<file path="src/rtl/mips150_fetch_pkg.sv">
// Shared MIPS150 fetch-stage definitions: NOP encoding, reset PC, RAM width, FSM states.
// No logic; constants and types only.
// Imported by the fetch interface, the fetch stage and its testbench.
package mips150_fetch_pkg;

    localparam logic [31:0] MIPS_NOP         = 32'h0000_0000;
    localparam logic [31:0] MIPS150_RESET_PC = 32'h4000_0000;
    localparam int          MIPS150_ADDR_W   = 12;

    // RUN: decode sees the RAM output directly; HOLD: decode sees the captured word.
    typedef enum logic {
        ST_RUN  = 1'b0,
        ST_HOLD = 1'b1
    } fetch_state_e;

endpackage

</file>
<file path="src/rtl/mips150_fetch_if.sv">
// Fetch-stage bus: decode control in, instruction RAM port, decode-facing results out.
// Pure wiring, zero latency.
// Stall/redirect come from the consumer side; the fetch stage honours them every cycle.
interface mips150_fetch_if
    import mips150_fetch_pkg::*;
#(
    parameter int ADDR_W = MIPS150_ADDR_W
) ();

    logic              stall;
    logic              redirect;
    logic [31:0]       redirect_pc;
    logic              imem_en;
    logic [ADDR_W-1:0] imem_addr;
    logic [31:0]       imem_dout;
    logic [31:0]       instr_d;
    logic [31:0]       pc_d;
    logic [31:0]       pc_plus4_d;
    logic              valid_d;
    logic              fetch_fault;

    // Fetch stage side.
    modport master (
        input  stall, redirect, redirect_pc, imem_dout,
        output imem_en, imem_addr, instr_d, pc_d, pc_plus4_d, valid_d, fetch_fault
    );

    // Decode stage plus instruction RAM side.
    modport slave (
        output stall, redirect, redirect_pc, imem_dout,
        input  imem_en, imem_addr, instr_d, pc_d, pc_plus4_d, valid_d, fetch_fault
    );

endinterface

</file>
<file path="src/rtl/mips150_fetch.sv">
// MIPS150 instruction fetch: PC register, sync-read instruction RAM driver, decode hand-off.
// Latency: 1 cycle fetch-to-decode, 1 instruction/cycle sustained.
// Stall holds the decode word (captured into a hold register); redirect overrides stall.
module mips150_fetch
    import mips150_fetch_pkg::*;
#(
    parameter logic [31:0] RESET_PC = MIPS150_RESET_PC,
    parameter int          ADDR_W   = MIPS150_ADDR_W
) (
    input  logic            clk,
    input  logic            rst_n,
    mips150_fetch_if.master fetch_bus
);

    logic [31:0]  fetch_pc_q, fetch_pc_d;
    logic [31:0]  pc_dec_q, pc_dec_d;
    logic         valid_q, valid_d;
    logic [31:0]  instr_hold_q, instr_hold_d;
    logic         fault_q, fault_d;
    fetch_state_e state_q, state_d;

    // Next-PC mux and FSM transitions: redirect beats stall, stall beats advance.
    always_comb begin
        fetch_pc_d   = fetch_pc_q;
        pc_dec_d     = pc_dec_q;
        valid_d      = valid_q;
        instr_hold_d = instr_hold_q;
        fault_d      = fault_q;
        state_d      = state_q;
        if (fetch_bus.redirect) begin
            // The word already addressed is the delay slot and is delivered to decode.
            fetch_pc_d = {fetch_bus.redirect_pc[31:2], 2'b00};
            pc_dec_d   = fetch_pc_q;
            valid_d    = 1'b1;
            state_d    = ST_RUN;
            if (fetch_bus.redirect_pc[1:0] != 2'b00) begin
                fault_d = 1'b1;
            end
        end else if (fetch_bus.stall) begin
            // Capture only on entry to HOLD; later stall cycles leave the copy alone.
            if (state_q == ST_RUN) begin
                instr_hold_d = fetch_bus.imem_dout;
                state_d      = ST_HOLD;
            end
        end else begin
            fetch_pc_d = fetch_pc_q + 32'd4;
            pc_dec_d   = fetch_pc_q;
            valid_d    = 1'b1;
            state_d    = ST_RUN;
        end
    end

    // State and registered outputs; async reset discards any in-flight stall or redirect.
    always_ff @(posedge clk or negedge rst_n) begin
        if (!rst_n) begin
            fetch_pc_q   <= RESET_PC;
            pc_dec_q     <= 32'h0;
            valid_q      <= 1'b0;
            instr_hold_q <= 32'h0;
            fault_q      <= 1'b0;
            state_q      <= ST_RUN;
        end else begin
            fetch_pc_q   <= fetch_pc_d;
            pc_dec_q     <= pc_dec_d;
            valid_q      <= valid_d;
            instr_hold_q <= instr_hold_d;
            fault_q      <= fault_d;
            state_q      <= state_d;
        end
    end

    // A redirect must issue the delay-slot read even while decode is stalled.
    assign fetch_bus.imem_en     = !fetch_bus.stall || fetch_bus.redirect;
    assign fetch_bus.imem_addr   = fetch_pc_q[ADDR_W+1:2];
    assign fetch_bus.instr_d     = !valid_q             ? MIPS_NOP :
                                   (state_q == ST_HOLD) ? instr_hold_q : fetch_bus.imem_dout;
    assign fetch_bus.pc_d        = pc_dec_q;
    assign fetch_bus.pc_plus4_d  = pc_dec_q + 32'd4;
    assign fetch_bus.valid_d     = valid_q;
    assign fetch_bus.fetch_fault = fault_q;

endmodule
</file>
<file path="src/flat_wrapper.sv">
// flat-port wrapper written by rule: the top's interface ports become plain ports
module mips150_fetch_flat import mips150_fetch_pkg::*;
#(
    parameter logic [31:0] RESET_PC = MIPS150_RESET_PC,
    parameter int          ADDR_W   = MIPS150_ADDR_W
)
  (clk, rst_n, fetch_bus_stall, fetch_bus_redirect, fetch_bus_redirect_pc, fetch_bus_imem_dout, fetch_bus_imem_en, fetch_bus_imem_addr, fetch_bus_instr_d, fetch_bus_pc_d, fetch_bus_pc_plus4_d, fetch_bus_valid_d, fetch_bus_fetch_fault);
  mips150_fetch_if #(.ADDR_W(ADDR_W)) fetch_bus_i ();
  input  logic clk;
  input  logic rst_n;
  input wire logic [$bits(fetch_bus_i.stall)-1:0] fetch_bus_stall;
  input wire logic [$bits(fetch_bus_i.redirect)-1:0] fetch_bus_redirect;
  input wire logic [$bits(fetch_bus_i.redirect_pc)-1:0] fetch_bus_redirect_pc;
  input wire logic [$bits(fetch_bus_i.imem_dout)-1:0] fetch_bus_imem_dout;
  output wire logic [$bits(fetch_bus_i.imem_en)-1:0] fetch_bus_imem_en;
  output wire logic [$bits(fetch_bus_i.imem_addr)-1:0] fetch_bus_imem_addr;
  output wire logic [$bits(fetch_bus_i.instr_d)-1:0] fetch_bus_instr_d;
  output wire logic [$bits(fetch_bus_i.pc_d)-1:0] fetch_bus_pc_d;
  output wire logic [$bits(fetch_bus_i.pc_plus4_d)-1:0] fetch_bus_pc_plus4_d;
  output wire logic [$bits(fetch_bus_i.valid_d)-1:0] fetch_bus_valid_d;
  output wire logic [$bits(fetch_bus_i.fetch_fault)-1:0] fetch_bus_fetch_fault;
  assign fetch_bus_i.stall = fetch_bus_stall;
  assign fetch_bus_i.redirect = fetch_bus_redirect;
  assign fetch_bus_i.redirect_pc = fetch_bus_redirect_pc;
  assign fetch_bus_i.imem_dout = fetch_bus_imem_dout;
  assign fetch_bus_imem_en = fetch_bus_i.imem_en;
  assign fetch_bus_imem_addr = fetch_bus_i.imem_addr;
  assign fetch_bus_instr_d = fetch_bus_i.instr_d;
  assign fetch_bus_pc_d = fetch_bus_i.pc_d;
  assign fetch_bus_pc_plus4_d = fetch_bus_i.pc_plus4_d;
  assign fetch_bus_valid_d = fetch_bus_i.valid_d;
  assign fetch_bus_fetch_fault = fetch_bus_i.fetch_fault;
  mips150_fetch #(.RESET_PC(RESET_PC), .ADDR_W(ADDR_W)) u_core (.clk(clk), .rst_n(rst_n), .fetch_bus(fetch_bus_i));
endmodule
</file>
<file path="config.mk">
export PLATFORM = sky130hd
export DESIGN_NAME = mips150_fetch_flat
export DESIGN_NICKNAME = d
export VERILOG_FILES = /design/src/rtl/mips150_fetch_pkg.sv /design/src/rtl/mips150_fetch_if.sv /design/src/rtl/mips150_fetch.sv /design/src/flat_wrapper.sv
export SDC_FILE = /design/constraint.sdc
export NUM_CORES = 1
export LEC_CHECK = 0
export CAP_MARGIN = 20
export CORE_MARGIN = 3
export CORE_UTILIZATION = 35
export CTS_BUF_LIST = sky130_fd_sc_hd__clkbuf_16
export DETAILED_ROUTE_END_ITERATION = 7
export HOLD_SLACK_MARGIN = 0.08
export PLACE_DENSITY = 0.72
export SETUP_SLACK_MARGIN = 0.15
export SLEW_MARGIN = 10
export SYNTH_ARGS = -nofsm -noshare
export SYNTH_HDL_FRONTEND = slang
export SYNTH_SLANG_ARGS = --single-unit
export TNS_END_PERCENT = 50
</file>
<file path="constraint.sdc">
create_clock -name clk -period 5 [get_ports clk]
set_input_delay 0.5 -clock clk [delete_from_list [all_inputs] [get_ports clk]]
set_output_delay 0.5 -clock clk [all_outputs]
set_load 0.005 [all_outputs]
</file>
# Word level (Yosys, flattened, before mapping)
# Cells that the tools add are included.
# classes
n_shift	0
eq_ne	1
n_mux	10
div_mod_pow	0
n_reduce_logical	5
n_bitwise	1
multipliers	0
n_addsub	2
order_cmp	0
# op_table
op	count
$mux W32	6
$add A32 B3 Y32 const B	2
$mux W1	4
$reduce_and A2 Y1	2
$ne A2 B1 Y1 const B	1
$reduce_bool A2 Y1	1
$logic_not A1 Y1	1
$logic_or A1 B1 Y1	1
$not A1 Y1	1
# totals
memories	0
reg_bits	99
ramBits	0
out_inout_bits	111
latch_bits	0
word_cells	25
mem_bits_ro	0
in_bits	68

# Logic depth before layout (Yosys ltp)
# Gate-level depths: netlist (run 1).
# depth
word_depth	3
mapped_depth	6
mapped_depth_nobuf	5

# Least setup slack after synthesis (run 1)
# OpenSTA, ideal clock, no wires.
# synth_timing
kind	reg-to-output
start	register u_core.pc_dec_q[2], in the netlist u_core.fetch_bus.pc_d[2]
end	output fetch_bus_pc_plus4_d[16]
setup_slack_ns	2.799
arrival_ns	1.701
path_buffers	0
required_time_ns	4.500
path_stages_with_launch	6
path_cell_list	dfrtp_1 -> ha_1 -> nand3_1 -> nor3_1 -> and3_1 -> xor2_1
# synth_between
elab_chain_len	1
# synth_lines
item	line_no	text
from (decl)	mips150_fetch.sv:16	logic [31:0] pc_dec_q, pc_dec_d;
from (signal assigned)	mips150_fetch.sv:64	pc_dec_q <= pc_dec_d;
$add A32 B3 Y32	mips150_fetch.sv:78	assign fetch_bus.pc_plus4_d = pc_dec_q + 32'd4;
to (decl)	flat_wrapper.sv:19	output wire logic [$bits(fetch_bus_i.pc_plus4_d)-1:0] fetch_bus_pc_plus4_d;
# Every way passes these cells.

# Worst setup path after layout (run 1)
# layout_timing
start	input fetch_bus_redirect
end	output fetch_bus_imem_en
# layout_between
elab_chain_len	1
# layout_lines
item	line_no	text
from (decl)	flat_wrapper.sv:12	input wire logic [$bits(fetch_bus_i.redirect)-1:0] fetch_bus_redirect;
$logic_or A1 B1 Y1	mips150_fetch.sv:73	assign fetch_bus.imem_en = !fetch_bus.stall || fetch_bus.redirect;
to (decl)	flat_wrapper.sv:15	output wire logic [$bits(fetch_bus_i.imem_en)-1:0] fetch_bus_imem_en;
# Every way passes these cells.

==> results of run 1 <==
[state kept, by name, summed over array words and instances (netlist names)]
register and flops:
u_core.instr_hold_q 32, u_core.fetch_bus.fetch_fault 1, u_core.state_q 1, u_core.fetch_pc_q 30, u_core.fetch_bus.valid_d 1, u_core.fetch_bus.pc_d 30
[power by group through the flow]
stage	Combinational [mW]	Clock, mW	Sequential (mW)
floorplan	0.247	0	0.964
global placement	0.530	0	0.999
detailed placement	0.541	0	1.01
CTS	0.544	0.773	0.992
global route	0.583	0.805	1.01
finish	0.534	0.751	0.992
[layout make-up]
cell class	instances	area, µm²
sequential	95	2380
multi-input combinational	367	2740
timing repair buffer	180	1780
tap	184	230
clock inverter	7	104
clock buffer	9	225
inverter	11	41.3
fill	1358	7310
[cell families after synthesis]
kind of cell / after synthesis / synth area share (%)
compound gates: 47 / 5.63
buf+inv: 56 / 5.67
flops: 95 / 44.0
simple gates: 183 / 19.4
mux: 92 / 18.4
fa+ha+maj: 2 / 0.463
other cells: 1 / 0.0694
xor+xnor: 39 / 6.32
[cells in the mapped netlist (all sizes together) (3+ instances only)]
cell	number	area share (%)
clkbuf	19	1.5
and3	9	1.1
nor3	7	0.65
xnor2	31	5.0
or4	19	2.7
buf	24	3.1
o21ai	16	1.5
o31ai	10	1.4
or2	3	0.35
a31oi	12	1.4
mux2	59	12
xor2	8	1.3
nand2	37	2.6
o211ai	5	0.69
nand4	16	2.1
nand3	26	2.4
dfrtp	94	44
inv	11	0.76
nor2b	33	3.8
and4	4	0.65
nor2	17	1.2
mux2i	33	6.1
nor4	3	0.35
[worst max-delay path, delay by kind of cell]
| family | cells | cell delay (ps) |
|---|---|---|
| simple gates | 1 | 550 |
| buf+inv | 4 | 1850 |
[worst paths after layout]
kind,from,to,slack (ps),cells past startpoint
min in group clk,u_core.fetch_bus.fetch_fault$_DFFE_PN0P_,u_core.fetch_bus.fetch_fault$_DFFE_PN0P_,490,1
worst min register to register,u_core.fetch_bus.fetch_fault$_DFFE_PN0P_,u_core.fetch_bus.fetch_fault$_DFFE_PN0P_,490,1
worst max-delay path,fetch_bus_redirect,fetch_bus_imem_en,1580,5
max in group asynchronous,rst_n,u_core.state_q$_DFF_PN0_,3740,2
worst min-delay path,rst_n,u_core.instr_hold_q[26]$_DFFE_PN0P_,80,1
worst max register to register,u_core.fetch_pc_q[2]$_DFFE_PN0N_,u_core.fetch_pc_q[24]$_DFFE_PN0N_,2720,5
[routing by layer]
| layer | share of wire, % | routed length [µm] | GRT usage [%] |
|---|---|---|---|
| met5 | 0 | 0 | 0 |
| met4 | 1.1 | 153 | 3.79 |
| met3 | 5.7 | 820 | 3.40 |
| met2 | 48 | 6940 | 27.9 |
| met1 | 45 | 6450 | 22.3 |
[through the flow]
step / power (mW) / instance area, µm²
after global placement: 1.53 / 7160
after global routing: 2.40 / 7500
final: 2.28 / 7500
after detailed placement: 1.55 / 7160
after floorplan: 1.21 / 5410
after CTS: 2.31 / 7490
==> flow_summary_export.csv, run 1 <==
group,metric,value,unit
clock_tree,cts_setup_buffers,0,
hold_path,min-delay-path-class,"input port to asynchronous set/reset pin",
logic_synthesis,async_flop_share,100,%
finish,layout_common_cells,"clkdlybuf4s50_1 (173), dfrtp_1 (93), mux2_2 (59)",
finish,area_growth,38.8,%
pwr,power_frac_seq,43.6,%
clock_tree,cts_resized,0,
worst_setup_path,endpoint_kind,"primary output",
floorplan,coreArea,14800,µm²
floorplan,fp.dieW,130,µm
worst_setup_path,path_common_cell,"clkdlybuf4s50_1",
logic_synthesis,synth-main-ff-cell,"dfrtp_1",
global_routing,antenna_found_initial,0,
floorplan,num_rows,44,
logic_synthesis,synthDistinctLibCells,46,
finish,nets,734,
timing,drv_slew,0,
timing,setup_viol,0,
global_routing,track_usage,16.7,%
finish,final_common_cell,"clkdlybuf4s50_1",
place,place_congestion,0.837,
finish,drive_gt1_share,14.2,%
timing,timing.hold.ws,84.4,ps
worst_setup_path,cp.required,4500,ps
logic_synthesis,syn_area_per_cell,10.5,µm²
route,wl_per_cell,16.8,µm
floorplan,die_h,130,µm
worst_setup_path,slowest_stage,"inv_1",
pwr,power.switching,614,µW
worst_setup_path,path_class,"input port to primary output",
worst_setup_path,cpPeakStageDelay,630,ps
clock_tree,cts_tree,"done",
global_routing,grt_pass1_wl,22400,µm
worst_setup_path,cp_max_fo,38,
route,postRouteAntennaNets,0,
timing,fmax,292,MHz
route,via_count,4390,
worst_setup_path,start_kind,"input port",
timing,final.setup_skew,3.42,ps
pwr,irDropWorstVdd,0.000169,V
timing,rsz0062_at_grt,"false",
finish,layout.cells.non_filler,853,
place,placedCellCount,836,
clock_tree,cts.clk_slew.worst_paths,70,ps
logic_synthesis,synth_seq_cells,95,
global_routing,grt_max_degree,65,
logic_synthesis,synth_cells,515,
place,post-place-ws,1200,ps
pwr,p_per_area,304,nW/µm²
route,drtIter0Drc,205,
timing,period_share,68.4,%
timing,fin_setup_tns,0,ps
pwr,internal-power,1.66,mW
place,port-buffer-count,174,
timing,hold_viol,0,
logic_synthesis,synth-seq-area-share,44.0,%
floorplan,start_util,36.5,%
clock_tree,cts_htree_levels,3,
run_status,run_status,"finished clean",
route,routed_wl,14400,µm
route,drc_errors,0,
logic_synthesis,synth_edf_count,0,
timing,fin_crit,3420,ps
clock_tree,cts_made_buffers,9,
clock_tree,cts_hold_buf,0,
logic_synthesis,yosysWarnings,0,
timing,fin_ws,1580,ps
clock_tree,cts.sinks,95,
run,maxCapViolations,0,
clock_tree,clock_path_buffers,2,
finish,num_antenna_cells,0,
finish,final_util,50.6,%
pwr,p_comb_share,23.5,%
clock_tree,cts_root_buf,"clkbuf_16",
worst_setup_path,worstPathCellList,"clkdlybuf4s50_1 > buf_4 > inv_1 > nand2_1 > clkdlybuf4s50_1",
global_routing,gr-total-overflow,0,
logic_synthesis,syn_area,5400,µm²
place,dp_hpwl,11000,µm
global_routing,first_global_vias,4238,
route,viasPerCell,5.15,
route,dr.pass1.iters,4,
pwr,power_frac_clock,33.0,%
timing,relSlewSlack,34.7,%
pwr,p_leak,2.91,nW
floorplan,ios,179,
worst_setup_path,crit_arrival,2920,ps
pwr,switching_share,27.0,%
timing,worstMarginPinSlew,980,ps
clock_tree,clock_latency,340,ps
floorplan,die_area,17000,µm²
No activity file was read; power rests on OpenSTA's default activity.
==> run 2, diff against run 1 <==
- PLACE_DENSITY: 0.72 -> 0.74
- clock period: 5 -> 3.1 ns (I/O delays scaled with it)
==> flow_summary_export.csv, run 2 (synthesized netlist as in run 1, its figures left out) <==
group,metric,value,unit
floorplan,num_rows,44,
finish,stdcell_area,7570,µm²
pwr,internal-power,2.68,mW
finish,num_antenna_cells,0,
clock_tree,cts_root_buf,"clkbuf_16",
global_routing,first_global_vias,4366,
timing,setup_viol,0,
route,drc_errors,0,
pwr,power,3.68,mW
timing,fin_crit,2740,ps
worst_setup_path,path_class,"flop to primary output",
finish,drive_gt1_share,15.0,%
global_routing,gr-total-overflow,0,
place,dp_hpwl,11400,µm
run_status,run_status,"finished clean",
worst_setup_path,start_kind,"flop",
floorplan,die_h,130,µm
place,place_congestion,0.856,
timing,fin_ws,358,ps
route,dr.pass1.iters,6,
route,viasPerCell,5.15,
route,wl_per_cell,17.5,µm
finish,largest-register,"u_core.instr_hold_q",
timing,worstMarginPinSlew,813,ps
global_routing,grt_pass1_wl,23500,µm
finish,layout_common_cells,"clkdlybuf4s50_1 (173), dfrtp_1 (93), mux2_2 (59)",
pwr,switching_share,27.1,%
place,post-place-ws,589,ps
global_routing,antenna_found_initial,0,
place,dpl_cell_area,7230,µm²
floorplan,fp.dieW,130,µm
worst_setup_path,crit_arrival,2430,ps
finish,final_util,51.1,%
timing,rsz0062_at_grt,"false",
clock_tree,cts_htree_levels,3,
finish,nFillCells,1329,
route,postRouteAntennaNets,0,
floorplan,start_util,36.5,%
timing,hold_viol,0,
worst_setup_path,cp.required,2790,ps
clock_tree,cts_tree,"done",
pwr,p_comb_share,24.2,%
timing,drv_slew,0,
pwr,p_per_area,486,nW/µm²
clock_tree,cts.clk_slew.worst_paths,60,ps
hold_path,min-delay-path-class,"input port to asynchronous set/reset pin",
timing,fmax,365,MHz
pwr,power_frac_seq,43.4,%
finish,area_growth,40.1,%
timing,period_share,88.5,%
clock_tree,clock_latency,350,ps
timing,fin_setup_tns,0,ps
worst_setup_path,endpoint_kind,"primary output",
pwr,power.switching,995,µW
floorplan,ios,179,
floorplan,coreArea,14800,µm²
timing,final.setup_skew,7.30,ps
pwr,power_frac_clock,32.5,%
timing,relSlewSlack,45.8,%
route,routed_wl,15000,µm
pwr,p_leak,2.95,nW
finish,largest_reg_flops,32,
run,maxCapViolations,0,
clock_tree,cts_made_buffers,9,
route,drtIter0Drc,306,
clock_tree,clock_path_buffers,2,
global_routing,grt_max_degree,91,
worst_setup_path,r2r.worst_path.cells,5,
clock_tree,cts.sinks,95,
place,port-buffer-count,174,
finish,final_common_cell,"clkdlybuf4s50_1",
route,via_count,4424,
finish,nets,740,
floorplan,die_area,17000,µm²
worst_setup_path,cp_max_fo,10,
global_routing,track_usage,17.6,%
pwr,irDropWorstVdd,0.000254,V
run 2: cell type report:
class                   instances  area, µm²  share of cell area, %
multi-input cells             367       2740                   36.2
flip-flops and latches         95       2380                   31.4
clock buffers                   9        225                   2.98
repair buffers                186       1860                   24.5
inverters                      11       41.3                  0.545
well taps                     184        230                   3.04
clock inverters                 7       95.1                   1.26
run 2: per-stage QoR:
stage | cells | hold slack, ps
floorplan | 518 | 14.4
global placement | 842 | 124
detailed placement | 842 | 128
CTS | 859 | 300
global route | 859 | 316
finish | 859 | 319
run 2: power groups by stage:
stage / clock network, mW / logic [mW] / registers [mW]
after floorplan: 0 / 0.399 / 1.55
after global routing: 1.28 / 0.966 / 1.62
final: 1.19 / 0.888 / 1.59
after detailed placement: 0 / 0.896 / 1.62
after global placement: 0 / 0.878 / 1.60
after CTS: 1.23 / 0.900 / 1.59
run 2: layer usage:
metal,global-route usage [%],vias up,part of all wire (%)
met4,5.68,0,1.3
li1,-,2138,-
met3,2.95,16,6.3
met2,29.3,170,48
met1,23.3,2100,45
met5,0,-,0
run 2: worst max-delay path: stages (launching register included):
cell	delay, ps
dfrtp_1	410
ha_1	210
nand3_1	160
nor3_2	150
buf_4	210
nand4_1	130
xnor2_1	240
clkdlybuf4s50_1	580
run 2: worst paths after layout:
kind                                                           from                                  endpoint  slack, ps
max in group asynchronous                                     rst_n      u_core.fetch_bus.pc_d[6]$_DFFE_PN0N_       2090
setup reg to reg                   u_core.fetch_pc_q[2]$_DFFE_PN0N_         u_core.fetch_pc_q[24]$_DFFE_PN0N_        840
min in group clk           u_core.fetch_bus.fetch_fault$_DFFE_PN0P_  u_core.fetch_bus.fetch_fault$_DFFE_PN0P_        480
setup / recovery               u_core.fetch_bus.pc_d[3]$_DFFE_PN0N_                  fetch_bus_pc_plus4_d[24]        360
hold reg to reg            u_core.fetch_bus.fetch_fault$_DFFE_PN0P_  u_core.fetch_bus.fetch_fault$_DFFE_PN0P_        480
hold / removal                                                rst_n       u_core.instr_hold_q[25]$_DFFE_PN0P_        320
run 2: timing repair:
item,in CTS,in global routing
setup endpoints to repair,0,4
hold buffers,1,0
buffers inserted,0,0
endpoints found under the hold margin,5,0
gates resized for setup,0,2
==> run 3, diff against run 2 <==
- ABC_AREA: not set -> 1
- DONT_BUFFER_PORTS: not set -> 1
- PLACE_DENSITY: 0.74 -> 0.59
- SETUP_SLACK_MARGIN: 0.15 -> not set
==> flow_summary_export.csv, run 3 <==
group,metric,value,unit
timing,setup_viol,0,
logic_synthesis,synth.area.top_cells,"dfrtp_1 (41%), nand2_1 (16%), o21ai_0 (6.0%), mux2i_1 (5.5%), nand3_1 (5.5%)",
timing,fin_setup_tns,0,ps
worst_setup_path,crit_arrival,1920,ps
place,dp_hpwl,12500,µm
finish,multi_input_comb_area,2920,µm²
finish,final_common_cell,"nand2_1",
worst_setup_path,cpPeakStageDelay,460,ps
timing,worstMarginPinSlew,942,ps
route,drtIter0Drc,320,
clock_tree,cts.sinks,95,
logic_synthesis,synth-main-ff-cell,"dfrtp_1",
route,viasPerCell,5.01,
logic_synthesis,synth_edf_count,0,
pwr,power,3.21,mW
finish,largest-register,"u_core.instr_hold_q",
clock_tree,cts.clk_slew.worst_paths,70,ps
finish,final-seq-area,2380,µm²
timing,relSlewSlack,37.2,%
global_routing,gr-total-overflow,0,
worst_setup_path,path_class,"flop to primary output",
worst_setup_path,cp_max_fo,5,
logic_synthesis,synth_seq_cells,95,
timing,final.setup_skew,9.27,ps
logic_synthesis,async_flop_share,100,%
worst_setup_path,endpoint_kind,"primary output",
place,place_congestion,0.933,
worst_setup_path,worstPathCellList,"ha_1 > inv_1 > nor3_4 > nand2_1 > nor2_1 > xor2_1",
clock_tree,cts_htree_levels,3,
floorplan,ios,179,
run,maxCapViolations,0,
global_routing,antenna_found_initial,0,
clock_tree,cts_made_buffers,9,
timing,period_share,72.1,%
floorplan,die_h,135,µm
logic_synthesis,synth-seq-area-share,41.0,%
finish,final_util,38.8,%
logic_synthesis,synth_top_area_cell,"dfrtp_1",
pwr,p_per_area,515,nW/µm²
logic_synthesis,synth_cells,794,
finish,drive_gt1_share,5.66,%
global_routing,grt_max_degree,96,
clock_tree,clock_path_buffers,2,
logic_synthesis,syn_area,5800,µm²
logic_synthesis,syn_area_per_cell,7.31,µm²
logic_synthesis,synth_top_cell_area_share,40.6,%
finish,num_antenna_cells,0,
finish,area_growth,7.33,%
hold_path,min-delay-path-class,"input port to flop",
route,postRouteAntennaNets,0,
route,drc_errors,0,
logic_synthesis,yosys-top-cells-count,"nand2_1 (245), dfrtp_1 (94), nor2_1 (78), o21ai_0 (70), inv_1 (68)",
timing,drv_slew,0,
logic_synthesis,yosysWarnings,0,
finish,layout_common_cells,"nand2_1 (245), dfrtp_1 (93), nor2_1 (78)",
clock_tree,cts_setup_buffers,0,
route,dr.pass1.iters,5,
clock_tree,clock_latency,350,ps
floorplan,start_util,36.1,%
floorplan,num_rows,46,
clock_tree,cts_root_buf,"clkbuf_16",
worst_setup_path,start_kind,"flop",
timing,fmax,448,MHz
floorplan,die_area,18200,µm²
worst_setup_path,slowest_stage,"dfrtp_1",
finish,nFillCells,1696,
place,port-buffer-count,0,
global_routing,track_usage,17.9,%
pwr,irDropWorstVdd,0.000273,V
global_routing,first_global_vias,4621,
place,placedCellCount,973,
finish,largest_reg_flops,32,
logic_synthesis,synthDistinctLibCells,33,
route,via_count,4974,
route,wl_per_cell,16.6,µm
timing,fin_crit,2230,ps
finish,nets,842,
floorplan,coreArea,16100,µm²
hold_path,min_delay_path_depth,2,
worst_setup_path,r2r.worst_path.cells,10,
logic_synthesis,yosysMostFrequentCell,"nand2_1",
timing,rsz0062_at_grt,"false",
worst_setup_path,cp.required,2790,ps
floorplan,fp.dieW,135,µm
finish,layout.cells.non_filler,993,
pwr,p_leak,2.84,nW
global_routing,grt_pass1_wl,25700,µm
run_status,run_status,"finished clean",
timing,hold_viol,0,
route,routed_wl,16500,µm
clock_tree,cts_tree,"done",
==> run 3: path summary, 6_finish.rpt <==
path / from / end / slack (ps)
worst max-delay path: u_core.fetch_bus.pc_d[3]$_DFFE_PN0N_ / fetch_bus_pc_plus4_d[18] / 870
worst min-delay path: fetch_bus_redirect_pc[18] / u_core.fetch_pc_q[18]$_DFFE_PN0N_ / 100
worst max register to register: u_core.fetch_pc_q[2]$_DFFE_PN0N_ / u_core.fetch_pc_q[26]$_DFFE_PN0N_ / 1300
worst min register to register: u_core.instr_hold_q[12]$_DFFE_PN0P_ / u_core.instr_hold_q[12]$_DFFE_PN0P_ / 490
max in group asynchronous: rst_n / u_core.fetch_pc_q[30]$_DFFE_PN1N_ / 2150
min in group asynchronous: rst_n / u_core.instr_hold_q[29]$_DFFE_PN0P_ / 550
==> run 3: area by class of cell <==
class	instances	area share, %
Timing Repair Buffer	8	1.41
Multi-Input combinational cell	585	46.9
Sequential cell	95	38.2
Clock buffer	9	3.62
Clock inverter	7	1.07
Inverter	73	4.40
Tap cell	216	4.34
==> run 3: power by group <==
group | internal [mW] | switching (mW) | leakage [nW]
clock network | 0.620 | 0.479 | 0.144
registers | 1.39 | 0.213 | 1.16
logic | 0.174 | 0.327 | 1.54
total | 2.19 | 1.02 | 2.84
==> run 3: routing by layer <==
layer	share of wire [%]	global-route usage [%]	vias up
met4	1.5	4.69	0
met3	6.2	4.10	19
met1	47	26.2	2339
met5	0	0	-
li1	-	-	2496
met2	45	26.6	120
==> run 3: through the flow <==
step | instance area [µm²] | hold slack [ps] | worst slack, ps
3_5_place_dp | 5880 | 16.0 | 1220
5_1_grt | 6230 | 101 | 688
4_1_cts | 6230 | 90.6 | 839
3_3_place_gp | 5880 | 16.6 | 1270
2_1_floorplan | 5810 | 14.4 | 1480
6_report | 6230 | 100 | 866
==> run 3: worst max-delay path: cells and delay by family, from the launching register on <==
kind          cells  cell delay [ps]
buf+inv           1              110
fa+ha+maj         1              280
flops             1              460
simple gates      3              520
xor+xnor          1              210
==> run 3: kinds of logic (layout without fill, tap and decap cells) <==
| group | after synthesis | count (layout) | synth area share (%) |
|---|---|---|---|
| AOI/OAI and AO/OA | 87 | 87 | 8.18 |
| buffers and inverters | 117 | 97 | 8.89 |
| and+or+nand+nor | 435 | 435 | 32.1 |
| other | 1 | 4 | 0.0646 |
| muxes | 32 | 32 | 5.52 |
| adders and majority gates | 2 | 2 | 0.431 |
| DFF | 95 | 95 | 41.0 |
| xor gates and xnor gates | 25 | 25 | 3.77 |
==> run 3: repair_timing <==
action,CTS,global route
gates resized for setup,0,0
hold buffers,4,0
endpoints found under the hold margin,96,0
